==> src/rtl/muldiv_sequencer.sv <==
// Iterative RV32M multiply/divide unit: 32-cycle shift-add multiply and restoring divide with pipeline stall.
// Define MULDIV_EARLY_OUT_EN to finish trivial ops (x*0, divide by zero, signed overflow) without CALC.
module muldiv_sequencer (
  input  logic        i_Clock,
  input  logic        i_Reset,
  input  logic        i_Start,
  input  logic [2:0]  i_Op,
  input  logic [31:0] i_Operand1,
  input  logic [31:0] i_Operand2,
  input  logic        i_Flush,
  output logic        o_Stall,
  output logic        o_Busy,
  output logic        o_Done,
  output logic [31:0] o_Result
);

  localparam logic [1:0] IDLE = 2'd0;
  localparam logic [1:0] CALC = 2'd1;
  localparam logic [1:0] DONE = 2'd2;

  logic [1:0]  state;
  logic [4:0]  cnt;
  logic [2:0]  op_q;
  logic [31:0] a_q, b_q, m2;
  logic [63:0] acc, acc_nxt;
  logic        early;
  logic [32:0] sum, rem_sh;
  logic [31:0] diff;
  logic        ge;

  function automatic logic [31:0] mag(input logic [31:0] x, input logic sgn);
    return (sgn && x[31]) ? -x : x;
  endfunction

  // Applies sign correction to the magnitude result and resolves the divide corner cases.
  function automatic logic [31:0] finish_op(input logic [2:0] op, input logic [31:0] a,
                                            input logic [31:0] b, input logic [63:0] raw);
    logic        s1, s2;
    logic [63:0] p;
    logic [31:0] q, r;
    if (!op[2]) begin
      s1 = (op == 3'd1 || op == 3'd2) && a[31];
      s2 = (op == 3'd1) && b[31];
      p  = (s1 ^ s2) ? -raw : raw;
      return (op == 3'd0) ? p[31:0] : p[63:32];
    end
    s1 = ~op[0] & a[31];
    s2 = ~op[0] & b[31];
    q  = (s1 ^ s2) ? -raw[31:0] : raw[31:0];
    r  = s1 ? -raw[63:32] : raw[63:32];
    if (b == 32'd0) begin
      q = 32'hFFFF_FFFF;
      r = a;
    end else if (~op[0] && a == 32'h8000_0000 && b == 32'hFFFF_FFFF) begin
      q = 32'h8000_0000;
      r = 32'd0;
    end
    return op[1] ? r : q;
  endfunction

`ifdef MULDIV_EARLY_OUT_EN
  assign early = i_Op[2] ? (i_Operand2 == 32'd0 ||
                            (~i_Op[0] && i_Operand1 == 32'h8000_0000 && i_Operand2 == 32'hFFFF_FFFF))
                         : (i_Operand1 == 32'd0 || i_Operand2 == 32'd0);
`else
  assign early = 1'b0;
`endif

  // acc holds {partial product, multiplier} for multiply and {remainder, quotient} for divide.
  always_comb begin
    acc_nxt = acc;
    sum     = '0;
    rem_sh  = '0;
    diff    = '0;
    ge      = 1'b0;
    if (!op_q[2]) begin
      sum     = {1'b0, acc[63:32]} + (acc[0] ? {1'b0, m2} : 33'd0);
      acc_nxt = {sum, acc[31:1]};
    end else begin
      rem_sh  = acc[63:31];
      ge      = rem_sh >= {1'b0, m2};
      diff    = rem_sh[31:0] - m2;
      acc_nxt = {ge ? diff : rem_sh[31:0], acc[30:0], ge};
    end
  end

  always_ff @(posedge i_Clock) begin
    if (i_Reset) begin
      state    <= IDLE;
      cnt      <= 5'd0;
      op_q     <= 3'd0;
      a_q      <= 32'd0;
      b_q      <= 32'd0;
      m2       <= 32'd0;
      acc      <= 64'd0;
      o_Result <= 32'd0;
    end else if (i_Flush) begin
      state <= IDLE;
      cnt   <= 5'd0;
    end else begin
      case (state)
        IDLE: if (i_Start) begin
          op_q <= i_Op;
          a_q  <= i_Operand1;
          b_q  <= i_Operand2;
          cnt  <= 5'd0;
          if (early) begin
            state    <= DONE;
            o_Result <= finish_op(i_Op, i_Operand1, i_Operand2, 64'd0);
          end else begin
            state <= CALC;
            if (!i_Op[2]) begin
              acc <= {32'd0, mag(i_Operand2, i_Op == 3'd1)};
              m2  <= mag(i_Operand1, i_Op == 3'd1 || i_Op == 3'd2);
            end else begin
              acc <= {32'd0, mag(i_Operand1, ~i_Op[0])};
              m2  <= mag(i_Operand2, ~i_Op[0]);
            end
          end
        end
        CALC: begin
          acc <= acc_nxt;
          cnt <= cnt + 5'd1;
          if (cnt == 5'd31) begin
            state    <= DONE;
            o_Result <= finish_op(op_q, a_q, b_q, acc_nxt);
          end
        end
        DONE:    state <= IDLE;
        default: state <= IDLE;
      endcase
    end
  end

  assign o_Busy  = (state != IDLE);
  assign o_Done  = (state == DONE);
  assign o_Stall = ~i_Reset & (((state == IDLE) & i_Start & ~i_Flush) | (state == CALC));

endmodule

==> config.mk <==
export PLATFORM = sky130hd
export DESIGN_NAME = muldiv_sequencer
export DESIGN_NICKNAME = d
export VERILOG_FILES = /design/src/rtl/muldiv_sequencer.sv
export SDC_FILE = /design/constraint.sdc
export NUM_CORES = 1
export LEC_CHECK = 0
export CAP_MARGIN = 10
export CORE_MARGIN = 2
export CORE_UTILIZATION = 45
export CTS_CLUSTER_DIAMETER = 200
export DETAILED_ROUTE_END_ITERATION = 10
export PLACE_DENSITY = 0.64
export RECOVER_POWER = 100
export SLEW_MARGIN = 10
export SYNTH_ARGS = -nofsm -noshare
export SYNTH_HDL_FRONTEND = slang
export SYNTH_SLANG_ARGS = --single-unit
==> constraint.sdc <==
create_clock -name i_Clock -period 6.6 [get_ports i_Clock]
set_input_delay 1.65 -clock i_Clock [delete_from_list [all_inputs] [get_ports i_Clock]]
set_output_delay 1.65 -clock i_Clock [all_outputs]
set_load 0.005 [all_outputs]
# Word-level counts from Yosys, hierarchy flattened

Index checks and enable logic that the tools add are counted.

Order comparisons: 1
Equality and inequality tests: 11
Muxes and demuxes: 32
Bitwise gates (word level): 12
Reduce and logical (&&, ||, !) cells: 21
$add $sub $neg: 8

Operators with widths:

| operator               | count |
|---|---|
| $mux W32               | 18 |
| $mux W64               | 3 |
| $neg A32 Y32           | 4 |
| $pmux W64 S2           | 1 |
| $eq A32 B32 Y1 const B | 2 |
| $neg A64 Y64           | 1 |
| $add A32 B32 Y33       | 1 |
| $ge A33 B32 Y1         | 1 |
| $logic_not A32 Y1      | 1 |
| $sub A32 B32 Y32       | 1 |
| $pmux W5 S2            | 1 |
| $reduce_and A3 Y1      | 3 |
| $logic_and A1 B1 Y1    | 8 |
| $eq A3 B1 Y1 const B   | 2 |
| $eq A3 B2 Y1 const B   | 2 |
| $add A5 B1 Y5 const B  | 1 |
| $and A1 B1 Y1          | 5 |
| $eq A5 B5 Y1 const B   | 1 |
| $mux W1                | 5 |
| $mux W5                | 1 |
| $mux W2                | 2 |
| $ne A2 B2 Y1 const B   | 2 |
| $not A1 Y1             | 4 |
| $pmux W2 S2            | 1 |
| 10 further kinds       | 14 |

Word-level logic and storage cells: 93
Register bits: 202

# Depth between registers and ports, before layout

Depth in word-level cells: 9
Gate-level depth with buffers: 24
Mapped depth without buffers: 20

# Worst setup path after synthesis

Ideal clock, no wire load.

Path type: input to register
Start: input port i_Operand2[1]
End: register acc[30]
Stages on the path: 15
Slack: 1574 ps
Library setup time: 128 ps
Arrival: 4899 ps
Cells stage by stage: inv_1 ha_1 or3b_1 or4_1 nor3b_2 nand2_1 nor4b_1 nand2b_1 nor4_1 nor2_1 xor2_1 o211ai_1 o211ai_1 o21ai_0 nor2_1

Cells in the longest elaborated chain, start to end: 5

Ends and longest elaborated chain:

| what                 | RTL line | source |
|---|---|---|
| from (decl)          | 9        | `input logic [31:0] i_Operand2,` |
| $neg A32 Y32         | 32       | `return (sgn && x[31]) ? -x : x;` |
| $mux W32             | 32       |  |
| $mux W32             | 112      | `if (!i_Op[2]) begin` |
| $mux W64             | 102      | `IDLE: if (i_Start) begin` |
| $pmux W64 S2         | 101      | `case (state)` |
| to (signal assigned) | 113      | `acc <= {32'd0, mag(i_Operand2, i_Op == 3'd1)};` |
| to (signal assigned) | 116      | `acc <= {32'd0, mag(i_Operand1, ~i_Op[0])};` |
| to (signal assigned) | 122      | `acc <= acc_nxt;` |
| to (decl)            | 25       | `logic [63:0] acc, acc_nxt;` |

Every way passes these cells. The select of a mux whose other input is x is not followed.
A chain may end at the register's enable or synchronous reset.

# Worst setup path after layout

Start: input port i_Operand2[0]
End: register m2[30]

Cells in the longest elaborated chain, start to end: 3

Ends and longest elaborated chain:

| what                 | RTL line | source |
|---|---|---|
| $neg A32 Y32         | 32       |  |
| $mux W32             | 32       |  |
| $mux W32             | 112      |  |
| to (signal assigned) | 114      | `m2 <= mag(i_Operand1, i_Op == 3'd1 \|\| i_Op == 3'd2);` |
| to (signal assigned) | 117      | `m2 <= mag(i_Operand2, ~i_Op[0]);` |
| to (decl)            | 24       | `logic [31:0] a_q, b_q, m2;` |

Every way passes these cells.

==> impl_metrics.py <==
metrics = {
    "run_status": {
        "status": "complete, but fails checks",
        "violations": "max-capacitance violations, max-slew violations",
    },
    "floorplanning": {
        "start_util_pct": 45.4,
        "die_x_um": 209,
        "core_mm2": 0.0418,
        "num_rows": 75,
        "die-area_mm2": 0.0438,
        "die_h_um": 209,
        "io_pins": 106,
    },
    "grt": {
        "grt_overflow": 0,
        "grt_pass1_vias": 19866,
        "groute.usage.overall_pct": 37.7,
        "antenna_found_initial": 6,
        "grt_max_degree": 99,
        "grt_pass1_wl_mm": 126,
    },
    "synth": {
        "synth_top_area_share_pct": 21.3,
        "ys_warn_count": 0,
        "ys_ff_latch": 202,
        "synth-edff-count": 0,
        "ys_types": 94,
        "async_reset_ff_share_pct": 0,
        "avgSynthCellArea_um2": 6.96,
        "synthTopCellsByArea": "dfxtp_1, nand2_1, a21oi_1",
        "synth-main-ff-cell": "dfxtp_1",
        "synth_cells": 2723,
        "seq_area_frac_synth_pct": 21.3,
        "netlist_area_mm2": 0.0189,
        "synth_top_cell_by_area": "dfxtp_1",
        "syn_nets": 2866,
    },
    "finish": {
        "layout_common_cells": "nand2_1, nor2_1, a21oi_1",
        "area_growth_pct": 12.0,
        "final_net_count": 2870,
        "final_area_mm2": 0.0212,
        "final_common_cell": "nand2_1",
        "drive_gt1_share_pct": 5.61,
        "n_fill_cell": 4167,
    },
    "clocking": {
        "tritoncts": "done",
        "clock_path_buffers": 3,
        "cts_sinks": 202,
        "clk_latency_ps": 570,
        "numCtsBuffers": 26,
        "cts_htree_levels": 1,
        "post_cts_buffers": 0,
        "cts.repair.resized": 0,
        "root_buffer": "clkbuf_16",
        "clkTransAtPathRegs_ps": 50,
        "ctsHoldBuffers": 0,
    },
    "sta": {
        "rsz0062_at_grt": "false",
        "drv_slew": 270,
        "slew_headroom_pct": -169,
        "worst_pin_slew_ps": 4040,
        "finalSetupTns_ps": 0,
        "max_clock_freq_mhz": 165,
        "finalCritPeriodShare_pct": 91.8,
        "setup_viol": 0,
        "hold_viol_final": 0,
        "skew_ps": 13.2,
        "min_period_ps": 6060,
        "setup_slack_ps": 539,
    },
    "hold_path": {
        "hp-start": "o_Result[5]$_SDFFE_PP0P_",
        "holdPathStages": 2,
        "hold_class": "reg -> reg",
        "worstHoldEndpoint": "o_Result[5]$_SDFFE_PP0P_",
    },
    "drt": {
        "drc_errors": 0,
        "dr.first_iter.drc_count": 2777,
        "dr.pass1.iters": 6,
        "via_per_inst": 6.56,
        "vias": 21554,
        "post_drt_wl_per_cell_um": 25.7,
        "ant_nets": 0,
        "wl_mm": 84.6,
    },
    "power": {
        "power.leakage_uw": 0.00799,
        "switching_share_pct": 37.4,
        "comb_power_share_pct": 30.0,
        "ir_drop_mv": 0.147,
        "power.internal_uw": 2450,
        "cellPowerDensity_mw_per_mm2": 185,
        "clock_power_share_pct": 35.6,
        "p_sw_uw": 1470,
        "seqPwrFrac_pct": 34.4,
    },
    "placement": {
        "dpl.hpwl_mm": 65.0,
        "gp_congestion": 1.00,
        "numPortBuffers": 105,
        "placed_cell_area_mm2": 0.0204,
        "pre_cts_slack_ps": 415,
    },
    "worst_setup_path": {
        "worstSetupStartpointType": "primary input",
        "ff2ff_path_depth": 17,
        "worst-setup-path-type": "in -> reg",
        "cp.required_ps": 7050,
        "worst-r2r-setup-slack_ps": 540,
        "cp.arrival_ps": 6510,
        "cp-end-kind": "register",
        "worstPathMaxFanout": 7,
        "worstReg2RegEnd": "o_Result[17]$_SDFFE_PP0P_",
        "reg2reg_from": "m2[20]$_SDFFE_PP0P_",
    },
    "run": {
        "maxCapViolations": 5,
    },
}
## synthesized netlist by cell type, drive strengths merged, types with 9 or more instances
cell    number
a211oi      54
a21boi       9
a21o        27
a21oi      263
a221o       16
a221oi      24
a22oi       34
a311oi      11
a31oi       32
and2        39
and3        21
buf         45
clkbuf     147
dfxtp      202
ha          70
inv         68
mux2i       36
nand2      367
nand2b      23
nand3       68
nand4       37
nor2       282
nor2b       16
nor3        69
nor4        34
o211ai      88
o21a        15
o21ai      188
o221ai      12
o31ai       20
or2         16
or3         52
or4         15
xnor2      101
xor2       106
## registers in the layout, indices dropped and copies added (netlist names)
| signal | flops |
|---|---|
| o_Result | 32 |
| cnt | 5 |
| op_q | 3 |
| acc | 64 |
| a_q | 32 |
| b_q | 32 |
| m2 | 32 |
| state | 2 |
## metrics by stage
step	power [µW]	hold WS [ps]	instances	utilization, %
6_report	3920	458	3285	50.8
5_1_grt	4050	493	3284	50.8
4_1_cts	3890	463	3284	50.9
3_5_place_dp	2510	456	3238	49.0
3_3_place_gp	2500	452	3238	49.0
2_1_floorplan	2080	440	2723	-
## worst max path at each step
stage	to	cells after the start	start	slack (ps)
after global placement	m2[30]$_SDFFE_PP0P_	15	i_Operand2[0]	500
after detailed placement	m2[30]$_SDFFE_PP0P_	15	i_Operand2[0]	410
final	m2[30]$_SDFFE_PP0P_	15	i_Operand2[0]	540
after global routing	o_Result[17]$_SDFFE_PP0P_	16	acc[0]$_SDFFE_PP0P_	240
after CTS	o_Result[17]$_SDFFE_PP0P_	16	acc[0]$_SDFFE_PP0P_	870
after floorplan	acc[30]$_SDFFE_PP0P_	15	i_Operand2[1]	1570
## kinds of logic (layout without fill, tap and decap cells)
family	count (synthesis)	in the layout	share of synthesized area, %
AO/OA/AOI/OAI	866	866	29.6
flip-flops	202	202	21.3
adder cells (fa/ha/maj)	72	72	4.83
AND/OR/NAND/NOR	1074	1074	27.0
multiplexers	42	42	2.26
XOR/XNOR	207	207	9.57
buffers and inverters	260	282	5.36
other	0	1	0
## final cells by class
type / instances / area, µm² / share of cell area [%]
multi-input cells: 2261 / 13900 / 65.5
flip-flops and latches: 202 / 4050 / 19.1
repair buffers: 168 / 1520 / 7.18
clock buffers: 33 / 707 / 3.33
well taps: 539 / 674 / 3.18
inverters: 68 / 255 / 1.20
clock inverters: 13 / 110 / 0.519
diodes: 1 / 2.50 / 0.0118
## power groups by stage
stage	registers, µW	clock network, µW	logic [µW]
floorplan	1330	0	751
global route	1350	1440	1260
finish	1350	1390	1180
global placement	1370	0	1130
detailed placement	1370	0	1140
CTS	1340	1400	1140
## layer usage
layer | track usage, % | up-vias | wire length [µm]
met5 | 0 | - | 24
met4 | 15.4 | 4 | 4200
met3 | 6.87 | 211 | 8580
met2 | 58.6 | 1268 | 36600
met1 | 51.4 | 10157 | 35200
li1 | - | 9914 | -
## critical path: stages
cell	delay, ps
dlygate4sd3_1	590
inv_1	110
ha_1	200
or3b_1	450
or4_1	500
nor3b_2	340
nand2_1	220
nor4b_1	300
clkbuf_1	240
nand2b_1	190
nor4_1	440
o21ai_0	130
a311oi_1	920
a21oi_1	80
nor2_1	140
No activity file was read; power rests on OpenSTA's default activity.
